### config.mk
export PLATFORM = sky130hd
export DESIGN_NAME = distance_filter
export DESIGN_NICKNAME = d
export VERILOG_FILES = /design/src/rtl/distance_filter.sv
export SDC_FILE = /design/constraint.sdc
export NUM_CORES = 1
export LEC_CHECK = 0
export CAP_MARGIN = 20
export CELL_PAD_IN_SITES_DETAIL_PLACEMENT = 0
export CELL_PAD_IN_SITES_GLOBAL_PLACEMENT = 1
export CORE_ASPECT_RATIO = 0.9
export CORE_UTILIZATION = 25
export CTS_CLUSTER_SIZE = 12
export DETAILED_ROUTE_END_ITERATION = 16
export PLACE_DENSITY = 0.53
export SLEW_MARGIN = 15
export SYNTH_ARGS = -nofsm -noshare
export SYNTH_HDL_FRONTEND = slang
export SYNTH_SLANG_ARGS = --single-unit
### constraint.sdc
create_clock -name clk -period 3.75 [get_ports clk]
set_input_delay 0.75 -clock clk [delete_from_list [all_inputs] [get_ports clk]]
set_output_delay 0.75 -clock clk [all_outputs]
set_load 0.05 [all_outputs]
### src/rtl/distance_filter.sv
// ---------------------------------------------------------------------------
// distance_filter
//   Moving-average filter over the last N = 2**AVG_LOG2 distance samples.
//   Samples are clamped to MAX_DIST before being stored.
//   Only full windows produce an output.
//   The output is registered and feeds the FM stage LUT address.
//
// Ports
//   clk            : clock, all logic on the rising edge
//   reset_n        : asynchronous active-low reset
//   enable         : gates sample acceptance only
//   sample_valid   : a sample is present this cycle
//   sample         : raw unsigned distance sample
//   flush          : synchronous clear of window, sum and state
//   distance       : filtered distance (sum >> AVG_LOG2), held between updates
//   distance_valid : one-cycle pulse per accepted sample while the window is full
//   filled         : high while the window holds N valid samples
// ---------------------------------------------------------------------------
module distance_filter #(
  parameter int WIDTH    = 13,
  parameter int AVG_LOG2 = 4,
  parameter int MAX_DIST = 2000
) (
  input  logic             clk,
  input  logic             reset_n,
  input  logic             enable,
  input  logic             sample_valid,
  input  logic [WIDTH-1:0] sample,
  input  logic             flush,
  output logic [WIDTH-1:0] distance,
  output logic             distance_valid,
  output logic             filled
);

  localparam int N     = 1 << AVG_LOG2;
  localparam int SUM_W = WIDTH + AVG_LOG2;
  localparam int CNT_W = AVG_LOG2 + 1;

  localparam logic [WIDTH-1:0] MAX_DIST_W = WIDTH'(MAX_DIST);
  localparam logic [CNT_W-1:0] N_CNT      = CNT_W'(N);

  typedef enum logic [1:0] {
    S_EMPTY,
    S_FILLING,
    S_RUNNING
  } state_t;

  state_t                r_state;
  state_t                w_state_next;
  logic [CNT_W-1:0]      r_fill_cnt;
  logic [CNT_W-1:0]      w_fill_cnt_next;
  logic [WIDTH-1:0]      r_buf [N];
  logic [AVG_LOG2-1:0]   r_wr_ptr;
  logic [SUM_W-1:0]      r_sum;
  logic                  r_acc_d;
  logic [WIDTH-1:0]      r_distance;
  logic                  r_distance_valid;
  logic                  r_filled;

  logic                  w_accept;
  logic [WIDTH-1:0]      w_clamped;
  logic [WIDTH-1:0]      w_oldest;
  logic [SUM_W-1:0]      w_sum_next;

  // flush wins over a same-cycle sample, so the sample is simply not accepted.
  assign w_accept  = enable && sample_valid && !flush;
  assign w_clamped = (sample > MAX_DIST_W) ? MAX_DIST_W : sample;
  assign w_oldest  = r_buf[r_wr_ptr];

  // The entry being overwritten is exactly the sample that leaves the window.
  // Before the window is full that entry is still zero from reset or flush.
  // The sum therefore never goes below zero.
  // It never exceeds N * MAX_DIST, which fits in SUM_W bits.
  assign w_sum_next = r_sum + SUM_W'(w_clamped) - SUM_W'(w_oldest);

  // ---------------------------------------------------------------------------
  // Window storage, pointer and running sum
  // ---------------------------------------------------------------------------
  always_ff @(posedge clk or negedge reset_n) begin
    if (!reset_n) begin
      for (int i = 0; i < N; i++) begin
        r_buf[i] <= '0;
      end
      r_wr_ptr <= '0;
      r_sum    <= '0;
    end else if (flush) begin
      for (int i = 0; i < N; i++) begin
        r_buf[i] <= '0;
      end
      r_wr_ptr <= '0;
      r_sum    <= '0;
    end else if (w_accept) begin
      r_buf[r_wr_ptr] <= w_clamped;
      r_wr_ptr        <= r_wr_ptr + 1'b1;  // natural wrap N-1 -> 0
      r_sum           <= w_sum_next;
    end
  end

  // ---------------------------------------------------------------------------
  // Fill-state FSM
  // ---------------------------------------------------------------------------
  always_ff @(posedge clk or negedge reset_n) begin
    if (!reset_n) begin
      r_state    <= S_EMPTY;
      r_fill_cnt <= '0;
      r_filled   <= 1'b0;
    end else begin
      r_state    <= w_state_next;
      r_fill_cnt <= w_fill_cnt_next;
      r_filled   <= (w_state_next == S_RUNNING);
    end
  end

  always_comb begin
    w_state_next    = r_state;
    w_fill_cnt_next = r_fill_cnt;
    if (flush) begin
      w_state_next    = S_EMPTY;
      w_fill_cnt_next = '0;
    end else if (w_accept) begin
      case (r_state)
        S_EMPTY: begin
          w_fill_cnt_next = CNT_W'(1);
          w_state_next    = (N_CNT == CNT_W'(1)) ? S_RUNNING : S_FILLING;
        end
        S_FILLING: begin
          w_fill_cnt_next = r_fill_cnt + 1'b1;
          if (r_fill_cnt + 1'b1 == N_CNT) begin
            w_state_next = S_RUNNING;
          end
        end
        default: begin
          // RUNNING: the count saturates at N and the state is sticky.
          w_state_next = S_RUNNING;
        end
      endcase
    end
  end

  // ---------------------------------------------------------------------------
  // Output stage
  // ---------------------------------------------------------------------------
  // r_acc_d marks that the sum/state now visible came from an acceptance.
  // A flush in this cycle cancels that in-flight update.
  // distance keeps its last value.
  always_ff @(posedge clk or negedge reset_n) begin
    if (!reset_n) begin
      r_acc_d          <= 1'b0;
      r_distance       <= '0;
      r_distance_valid <= 1'b0;
    end else begin
      r_acc_d <= w_accept;
      if (r_acc_d && (r_state == S_RUNNING) && !flush) begin
        r_distance       <= r_sum[AVG_LOG2 +: WIDTH];  // truncating divide by N
        r_distance_valid <= 1'b1;
      end else begin
        r_distance_valid <= 1'b0;
      end
    end
  end

  assign distance       = r_distance;
  assign distance_valid = r_distance_valid;
  assign filled         = r_filled;

endmodule

# [Yosys cells after proc, flatten, opt, wreduce, memory -nomap -nowiden]
# Index checks and enable logic that the tools add are counted.
[totals] register_bits=252 inputBits=18 output_inout_bits=15 word_cells=67
[op_classes] add_sub_neg=4 order_cmp=3 n_eq_ne=4 muxes=21 bitwise_logic=1 n_reduce_logical=10
[op_table] operator="$mux W208" count=2
[op_table] operator="$bwmux W208" count=1
[op_table] operator="$bmux W13 S4" count=1
[op_table] operator="$demux W13 S4" count=1
[op_table] operator="$mux W13" count=4
[op_table] operator="$mux W17" count=2
[op_table] operator="$add A17 B13 Y17" count=1
[op_table] operator="$sub A17 B13 Y17" count=1
[op_table] operator="$gt A13 B11 Y1 const B" count=1
[op_table] operator="$mux W5" count=2
[op_table] operator="$pmux W5 S2" count=1
[op_table] operator="$mux W4" count=2
[op_table] operator="$mux W2" count=3
[op_table] operator="$add A5 B1 Y5 const B" count=1
[op_table] operator="$eq A5 B5 Y1 const B" count=1
[op_table] operator="$ge A5 B5 Y1 const B" count=1
[op_table] operator="$logic_and A1 B1 Y1" count=5
[op_table] operator="$lt A5 B1 Y1 const B" count=1
[op_table] operator="$not A4 Y5" count=1
[op_table] operator="$add A4 B1 Y4 const B" count=1
[op_table] operator="$eq A2 B2 Y1 const B" count=2
[op_table] operator="$pmux W2 S2" count=1
[op_table] operator="$reduce_bool A3 Y1" count=1
[op_table] operator="$eq A2 B1 Y1 const B" count=1
[op_table] operator="other kinds (5)" count=5

# [Logic depth before layout (Yosys ltp)]
# Gate-level depths: netlist of run 1.
[depth] depth_word=8 mapped_depth=17 depth_no_buf=16

# [Least setup slack after synthesis of run 1]
# No wires, ideal clock.
[synth_path] path_kind="input to register" start="input port sample[0]" end="register r_sum[14]" setup_ps=125 arrival_ps=4049 required_time_ps=3625 slack_ps=-423 path_stages=15 n_path_buf=1 path_cell_list="or4_1 > a21oi_1 > nor2_1 > nor2_4 > nand2_1 > buf_2 > inv_1 > fa_1 > ha_1 > nor2b_1 > o31ai_2 > a21oi_1 > a221o_1 > a31oi_1 > mux2_2"
[synth_via] elab_chain_len=6
[synth_lines] element="start, declared" line="28" source="input logic [WIDTH-1:0] sample,"
[synth_lines] element="$gt A13 B11 Y1" line="67" source="assign w_clamped = (sample > MAX_DIST_W) ? MAX_DIST_W : sample;"
[synth_lines] element="$mux W13 (*)" line="67"
[synth_lines] element="$add A17 B13 Y17 (*)" line="74" source="assign w_sum_next = r_sum + SUM_W'(w_clamped) - SUM_W'(w_oldest);"
[synth_lines] element="$sub A17 B13 Y17 (*)" line="74"
[synth_lines] element="$mux W17 (*)" line="92" source="end else if (w_accept) begin"
[synth_lines] element="$mux W17 (*)" line="86" source="end else if (flush) begin"
[synth_lines] element="end signal, assigned" line="95" source="r_sum <= w_sum_next;"
[synth_lines] element="end, declared" line="54" source="logic [SUM_W-1:0] r_sum;"
# Mark *: on every way between the ends. The rest lies on a longest branch, timed or not. The select of a mux whose other input is x is not followed.
# A chain may end at the register's enable or synchronous reset.

# [Worst setup path in the final report of run 1]
[layout_path] start="register r_wr_ptr[0]" end="register r_sum[14]"
[layout_via] elab_chain_len=7
[layout_lines] element="start, declared" line="53" source="logic [AVG_LOG2-1:0] r_wr_ptr;"
[layout_lines] element="start signal, assigned" line="94" source="r_wr_ptr <= r_wr_ptr + 1'b1;"
[layout_lines] element="$not A4 Y5 (implied by the code)" line="68" source="assign w_oldest = r_buf[r_wr_ptr];"
[layout_lines] element="$bmux W13 S4" line="68"
[layout_lines] element="$mux W13 (implied by the code) (2 in a row)" line="68"
[layout_lines] element="$sub A17 B13 Y17" line="74"
[layout_lines] element="$mux W17" line="92"
[layout_lines] element="$mux W17" line="86"
# Every way passes these cells. The select of a mux whose other input is x is not followed.

==> results.md, run 1 <==
* Status: finished, violations left
* Failing checks: setup timing
* Width of the die at 233 um
* Time the worst path needs with I/O delays and setup at 4.16 ns
* Cell with the most instances after synthesis: sky130_fd_sc_hd__dfrtp_1
* Worst vdd ir at 381 uV
* Worst hold slack at 0.239 ns
* Port Buf Inserts at 32
* Cell type group with the largest total delay on the critical path: multiplexers
* Core box area at 47000 um^2
* Critical path fanouts, max at 6
* Area share of the largest cell type after synthesis at 52.4%
* Final cell utilization of the core at 32.7%
* Cell type with the largest total area after synthesis: sky130_fd_sc_hd__dfrtp_1
* Number of synthesis warnings at 0
* Critical Path AT at 4.62 ns
* Critical Path Sink Type: register
* Sinks on the clock net at 252
* Clock latency at the later pin of the worst-skew pair at 0.57 ns
* DR iter-0 viols at 420
* Antenna cells at 0
* Clock tree buffer depth at 3
* Die footprint at 49000 um^2
* Sequential element share of the synthesized area at 52.4%
* Number of pins exceeding their max-slew limit in the final report at 0
* Average cell area after synthesis at 10.9 um^2
* Number of cells in the finished layout apart from fillers at 1854
* Seq. cell area at 6310 um^2
* Setup repair after global routing missed its margin: true
* Via count at 8854
* Total negative slack at -2.05 ns
* Kind of start point of the critical path: register
* Y dimension of the die at 210 um
* CP Data Required Time at 4.20 ns
* Post-detailed-route count of antenna-violating nets at 0
* Share of total power in combinational logic at 21.1%
* Count of different cell masters after synthesis at 59
* Power share of the sequential group at 37.4%
* Global-route usage over all layers at 16.6%
* Setup skew after layout at 0.00856 ns
* Async set or reset register ratio after synthesis at 100%
* Floorplan row count at 75
* Register bit total from synthesis at 252
* Leading cell types by total area after synthesis: sky130_fd_sc_hd__dfrtp_1 (52%), sky130_fd_sc_hd__mux4_2 (12%), sky130_fd_sc_hd__nand2_1 (6.8%)
* Count of flip-flops with a built-in enable after synthesis at 0
* Via/cell ratio at 4.78
* Hold violation total from the final report at 0
* Number of CTS-inserted buffers at 30
* DRC errors left at 0
* Highest clock rate at 0.240 GHz
* Number of top-level design ports at 33
* Most frequent cells after synthesis: sky130_fd_sc_hd__dfrtp_1 (252), sky130_fd_sc_hd__nand2_1 (218), sky130_fd_sc_hd__o21ai_0 (163), sky130_fd_sc_hd__mux4_2 (65), sky130_fd_sc_hd__clkbuf_1 (59)
* RD Place Congestion at 0.785
* Crit share post-route at 111%
* Top_reg_cell synth: sky130_fd_sc_hd__dfrtp_1
* Fraction of power spent switching nets at 27.5%
* Total global routing overflow at 0
* Headroom to the max-slew limit at 33.7%
* Final setup violation count at 13
* Detailed-placement wirelength estimate at 26400 um
* Path class of the lowest-slack min-delay path: in2async
* Initial antenna violation count at 0
* Crit path cell chain: buf_12 -> buf_12 -> mux4_2 -> mux4_2 -> inv_2 -> fa_1 -> ha_4 -> nor2b_4 -> o31ai_4 -> a21oi_2 -> a221o_1 -> a31oi_1 -> mux2_2
* Global-route wire length before repair at 60800 um
* # Max-Cap Violations at 0
* Fraction of layout cells with a size suffix above 1 at 26.9%
* LEAKAGE at 6.60 nW
* Post-detailed-route wirelength per cell at 21.1 um
* Largest stage delay, worst path at 0.57 ns
* Pin count of the biggest net entering global routing at 107
* Synthesized netlist cell count at 1101
* TritonCTS clock tree: built
* Switching power of the nets at 2.08 mW
* Worst slack, placed at -0.837 ns
* H-tree Lvls at 1
* Clock network fraction of total power at 41.5%
* Worst Slack Setup Final at -0.411 ns
* Starting density of the core at 25.6%
* Cell Int Power at 5.48 mW
* Category of the critical setup timing path: reg2reg
* Number of filler cells placed in the layout at 4689
* Worst path bufs/invs at 3
* Cell Area, Synth at 12000 um^2
* Power per standard cell area at 492 nW/um^2
* Area of combinational cells with multiple inputs at 5610 um^2
* Number of hold buffers added after cts at 0
* Clock slew at the register clock pins of the worst setup and hold paths at 0.06 ns
* Cell count after placement at 1780
* Clock root cell: sky130_fd_sc_hd__clkbuf_16
* Setup slack of the most critical reg-to-reg path at -0.41 ns
* Vias in the first global route at 9400
* Worst path slowest cell: sky130_fd_sc_hd__mux4_2
* Pre-Repair DR Iteration Count at 4
* Worst slew pin tran at 0.994 ns
* Signed area change from the synthesized netlist to the final layout at 27.9%
* Overall routed net length at 39100 um
* Final-stage net count at 1268
==> stage by stage <==
step	area [um^2]	power [mW]
finish	15400	7.57
global route	15400	7.91
CTS	15100	7.52
detailed placement	13800	4.18
global placement	13800	4.18
floorplan	12100	3.56
==> worst reg2reg max path, stage by stage, from the launching register on <==
cell	delay, ns
sky130_fd_sc_hd__dfrtp_4	0.42
sky130_fd_sc_hd__buf_12	0.16
sky130_fd_sc_hd__buf_12	0.15
sky130_fd_sc_hd__mux4_2	0.54
sky130_fd_sc_hd__mux4_2	0.57
sky130_fd_sc_hd__inv_2	0.08
sky130_fd_sc_hd__fa_1	0.44
sky130_fd_sc_hd__ha_4	0.23
sky130_fd_sc_hd__nor2b_4	0.13
sky130_fd_sc_hd__o31ai_4	0.29
sky130_fd_sc_hd__a21oi_2	0.12
sky130_fd_sc_hd__a221o_1	0.37
sky130_fd_sc_hd__a31oi_1	0.20
sky130_fd_sc_hd__mux2_2	0.35
==> kinds of logic after synthesis <==
| kind of cell | share of synthesized area [%] |
|---|---|
| muxes | 13.7 |
| DFF | 52.4 |
| AOI/OAI and AO/OA | 12.0 |
| adders and majority gates | 4.45 |
| other | 0.0312 |
| and+or+nand+nor | 12.7 |
| xor gates and xnor gates | 0.728 |
| buffers and inverters | 4.01 |
==> what timing repair did <==
item                       in CTS  in global routing
resized for setup              35                 40
setup endpoints to repair      14                 14
cloned                          1                  0
setup buffers                   9                  9
pin swaps                      22                 24
==> path summary, 6_finish.rpt <==
check	from	end	cells past startpoint
max in group asynchronous	reset_n	r_buf[80]	2
setup / recovery	r_wr_ptr[0]	r_sum[14]	13
min in group clk	r_buf[169]	r_buf[169]	2
hold / removal	reset_n	filled	1
setup reg to reg	r_wr_ptr[0]	r_sum[14]	13
hold reg to reg	r_buf[169]	r_buf[169]	2
==> per-layer routing <==
layer | vias to the layer above | GRT usage, % | part of all wire, %
li1 | 4067 | - | -
met1 | 4602 | 23.7 | 48
met3 | 52 | 2.44 | 3.6
met5 | - | 0 | 0
met4 | 0 | 4.85 | 3.0
met2 | 133 | 26.1 | 46
==> final cells by class <==
cell class | instances | share of cell area (%)
multi-input combinational | 734 | 36.4
clock buffer | 41 | 5.80
tap | 616 | 5.01
clock inverter | 14 | 1.17
sequential | 252 | 41.0
inverter | 38 | 0.927
timing repair buffer | 159 | 9.65
==> flip-flops by register name, summed over array words and instances, names as in the netlist <==
name and cells:
distance_valid 1, distance 13, r_buf 208, r_acc_d 1, r_fill_cnt 5, filled 1, r_sum 17, r_state 2
r_wr_ptr 4
==> power groups by stage <==
stage / Sequential, mW / Clock (mW) / Combinational (mW)
floorplan: 2.85 / 0 / 0.705
global placement: 2.89 / 0 / 1.29
detailed placement: 2.89 / 0 / 1.30
CTS: 2.83 / 3.22 / 1.46
global route: 2.84 / 3.32 / 1.76
finish: 2.83 / 3.14 / 1.60
==> cells in the final DEF (no fill, tap or decap), drive strengths merged, types with 15 or more instances in the layout <==
master,count
a21oi,37
and2,33
buf,129
clkbuf,41
clkdlybuf4s50,30
dfrtp,252
ha,22
inv,38
mux2,15
mux4,65
nand2,219
nor2,27
o21ai,192
Note: power is estimated with default switching activity, not from simulation.
==> inputs of run 2 (changes only) <==
==> constraint.sdc (replaced) <==
create_clock -name clk -period 3.75 [get_ports clk]
set_input_delay 0.5625 -clock clk [delete_from_list [all_inputs] [get_ports clk]]
set_output_delay 0.5625 -clock clk [all_outputs]
set_load 0.05 [all_outputs]
==> results.md, run 2 (synthesis results as in run 1) <==
* Routed wl met2 at 17500 um
* Via/cell ratio at 4.73
* Final setup violation count at 13
* Detailed-placement wirelength estimate at 26200 um
* Starting density of the core at 25.6%
* Path class of the lowest-slack min-delay path: reg2reg
* Largest Register: r_buf
* Max reg flops at 208
* Fraction of layout cells with a size suffix above 1 at 23.5%
* Setup slack of the most critical reg-to-reg path at -0.39 ns
* Area of all placed cells without fillers at 15100 um^2
* Clock tree buffer depth at 3
* Floorplan row count at 75
* Width of the die at 233 um
* Sinks on the clock net at 252
* Number of CTS-inserted buffers at 30
* Pre-Repair DR Iteration Count at 5
* DR iter-0 viols at 592
* Clock slew at the register clock pins of the worst setup and hold paths at 0.06 ns
* Highest metal layer with signal wires: met5
* Global-route usage over all layers at 16.1%
* H-tree Lvls at 1
* Antenna cells at 0
* Final-stage net count at 1257
* Clock latency at the later pin of the worst-skew pair at 0.57 ns
* Signed area change from the synthesized netlist to the final layout at 25.3%
* LEAKAGE at 6.51 nW
* Initial antenna violation count at 4
* Most frequent cells in the layout: sky130_fd_sc_hd__dfrtp_1 (250), sky130_fd_sc_hd__nand2_1 (214), sky130_fd_sc_hd__o21ai_0 (157)
* TritonCTS clock tree: built
* Met3 layer wire length in the routed design at 1220 um
* Commonest non-fill, non-tap cell in the layout: sky130_fd_sc_hd__dfrtp_1
* Worst hold slack at 0.472 ns
* Number of cells in the finished layout apart from fillers at 1843
* Status: finished, violations left
* Failing checks: setup timing
* Worst slack, placed at -0.642 ns
* Overall routed net length at 38300 um
* Y dimension of the die at 210 um
* # Max-Cap Violations at 0
* Kind of start point of the critical path: register
* Die footprint at 49000 um^2
* Path depth of the worst reg2reg path at 13
* Port Buf Inserts at 32
* Hold violation total from the final report at 0
* Cell count after placement at 1773
* Worst Slack Setup Final at -0.388 ns
* Post-detailed-route count of antenna-violating nets at 0
* Pin count of the biggest net entering global routing at 76
* Number of pins exceeding their max-slew limit in the final report at 0
* Worst slew pin tran at 0.745 ns
* Time the worst path needs with I/O delays and setup at 4.14 ns
* RD Place Congestion at 0.798
* Worst vdd ir at 295 uV
* Reg-to-Reg End: r_sum[16]
* Number of top-level design ports at 33
* WL met1 at 18700 um
* Global-route wire length before repair at 58700 um
* Critical Path Sink Type: register
* Post-detailed-route wirelength per cell at 20.8 um
* Number of filler cells placed in the layout at 4772
* Power per standard cell area at 487 nW/um^2
* DRC errors left at 0
* Crit share post-route at 110%
* Setup skew after layout at 0.0208 ns
* Beginning of the critical path: r_wr_ptr[0]
* Core box area at 47000 um^2
* Clock root cell: sky130_fd_sc_hd__clkbuf_16
* Critical path fanouts, max at 4
* Area of combinational cells with multiple inputs at 5400 um^2
* CP Data Required Time at 4.19 ns
* Post-placement cell area at 13700 um^2
* Reg2Reg Launch Point: r_wr_ptr[0]
* Critical Path Sink: r_sum[16]
* Critical Path AT at 4.58 ns
* Highest clock rate at 0.242 GHz
* Via count at 8717
* Seq. cell area at 6310 um^2
* Setup repair after global routing missed its margin: true
* Headroom to the max-slew limit at 50.3%
* Vias in the first global route at 8972
* Category of the critical setup timing path: reg2reg
* Total global routing overflow at 0
==> run 2: worst min-delay path by stage <==
stage	slack (ns)	cells after the start	end	from
3_5_place_dp	0.47	2	r_buf[175]	r_buf[175]
4_1_cts	0.48	2	r_buf[175]	r_buf[175]
2_1_floorplan	0.27	0	distance[0]	reset_n
5_1_grt	0.49	1	r_buf[37]	r_buf[37]
3_3_place_gp	0.46	2	r_buf[78]	r_buf[78]
6_report	0.47	2	r_buf[166]	r_buf[166]
==> run 2: critical path, stage by stage, from the launching register on <==
cell and delay, ns:
sky130_fd_sc_hd__dfrtp_4 0.42, sky130_fd_sc_hd__buf_4 0.19, sky130_fd_sc_hd__buf_4 0.17, sky130_fd_sc_hd__mux4_2 0.54
sky130_fd_sc_hd__mux4_2 0.52, sky130_fd_sc_hd__inv_2 0.08, sky130_fd_sc_hd__fa_1 0.42, sky130_fd_sc_hd__ha_1 0.31
sky130_fd_sc_hd__a211o_1 0.30, sky130_fd_sc_hd__a21oi_4 0.17, sky130_fd_sc_hd__o21bai_2 0.10, sky130_fd_sc_hd__o311ai_1 0.28
sky130_fd_sc_hd__o41a_1 0.22, sky130_fd_sc_hd__mux2_4 0.29
==> run 2: metal layers <==
metal  global-route usage [%]  vias to the layer above
met5                        0                        -
met4                     3.76                        2
met3                     2.21                       40
met2                     25.1                      149
met1                     23.6                     4481
li1                         -                     4045
==> run 2: timing repair <==
item | in CTS | in global routing
setup buffers | 11 | 1
pin swaps | 7 | 4
hold buffers | 1 | 0
gates cloned | 1 | 0
endpoints found under the hold margin | 35 | 0
endpoints found under the setup margin | 14 | 14
gates resized for setup | 26 | 11
==> run 2: through the flow <==
stage	power (mW)	setup TNS (ns)	utilization (%)
3_3_place_gp	4.11	-5.97	29.2
6_report	7.35	-2.56	32.1
2_1_floorplan	3.57	-0.188	-
5_1_grt	7.69	-4.62	32.1
3_5_place_dp	4.11	-6.43	29.2
4_1_cts	7.43	-3.08	32.0
==> run 2: final cells by class <==
class                   instances  share of cell area, %
flip-flops and latches        252                   41.9
multi-input cells             734                   35.8
repair buffers                148                   9.17
clock buffers                  46                   6.04
well taps                     616                   5.11
clock inverters                 9                   1.06
inverters                      38                  0.946
==> run 2: power breakdown <==
group / internal, mW / switching (mW)
clock: 1.94 / 1.18
sequential: 2.77 / 0.0661
combinational: 0.659 / 0.734
total: 5.37 / 1.98
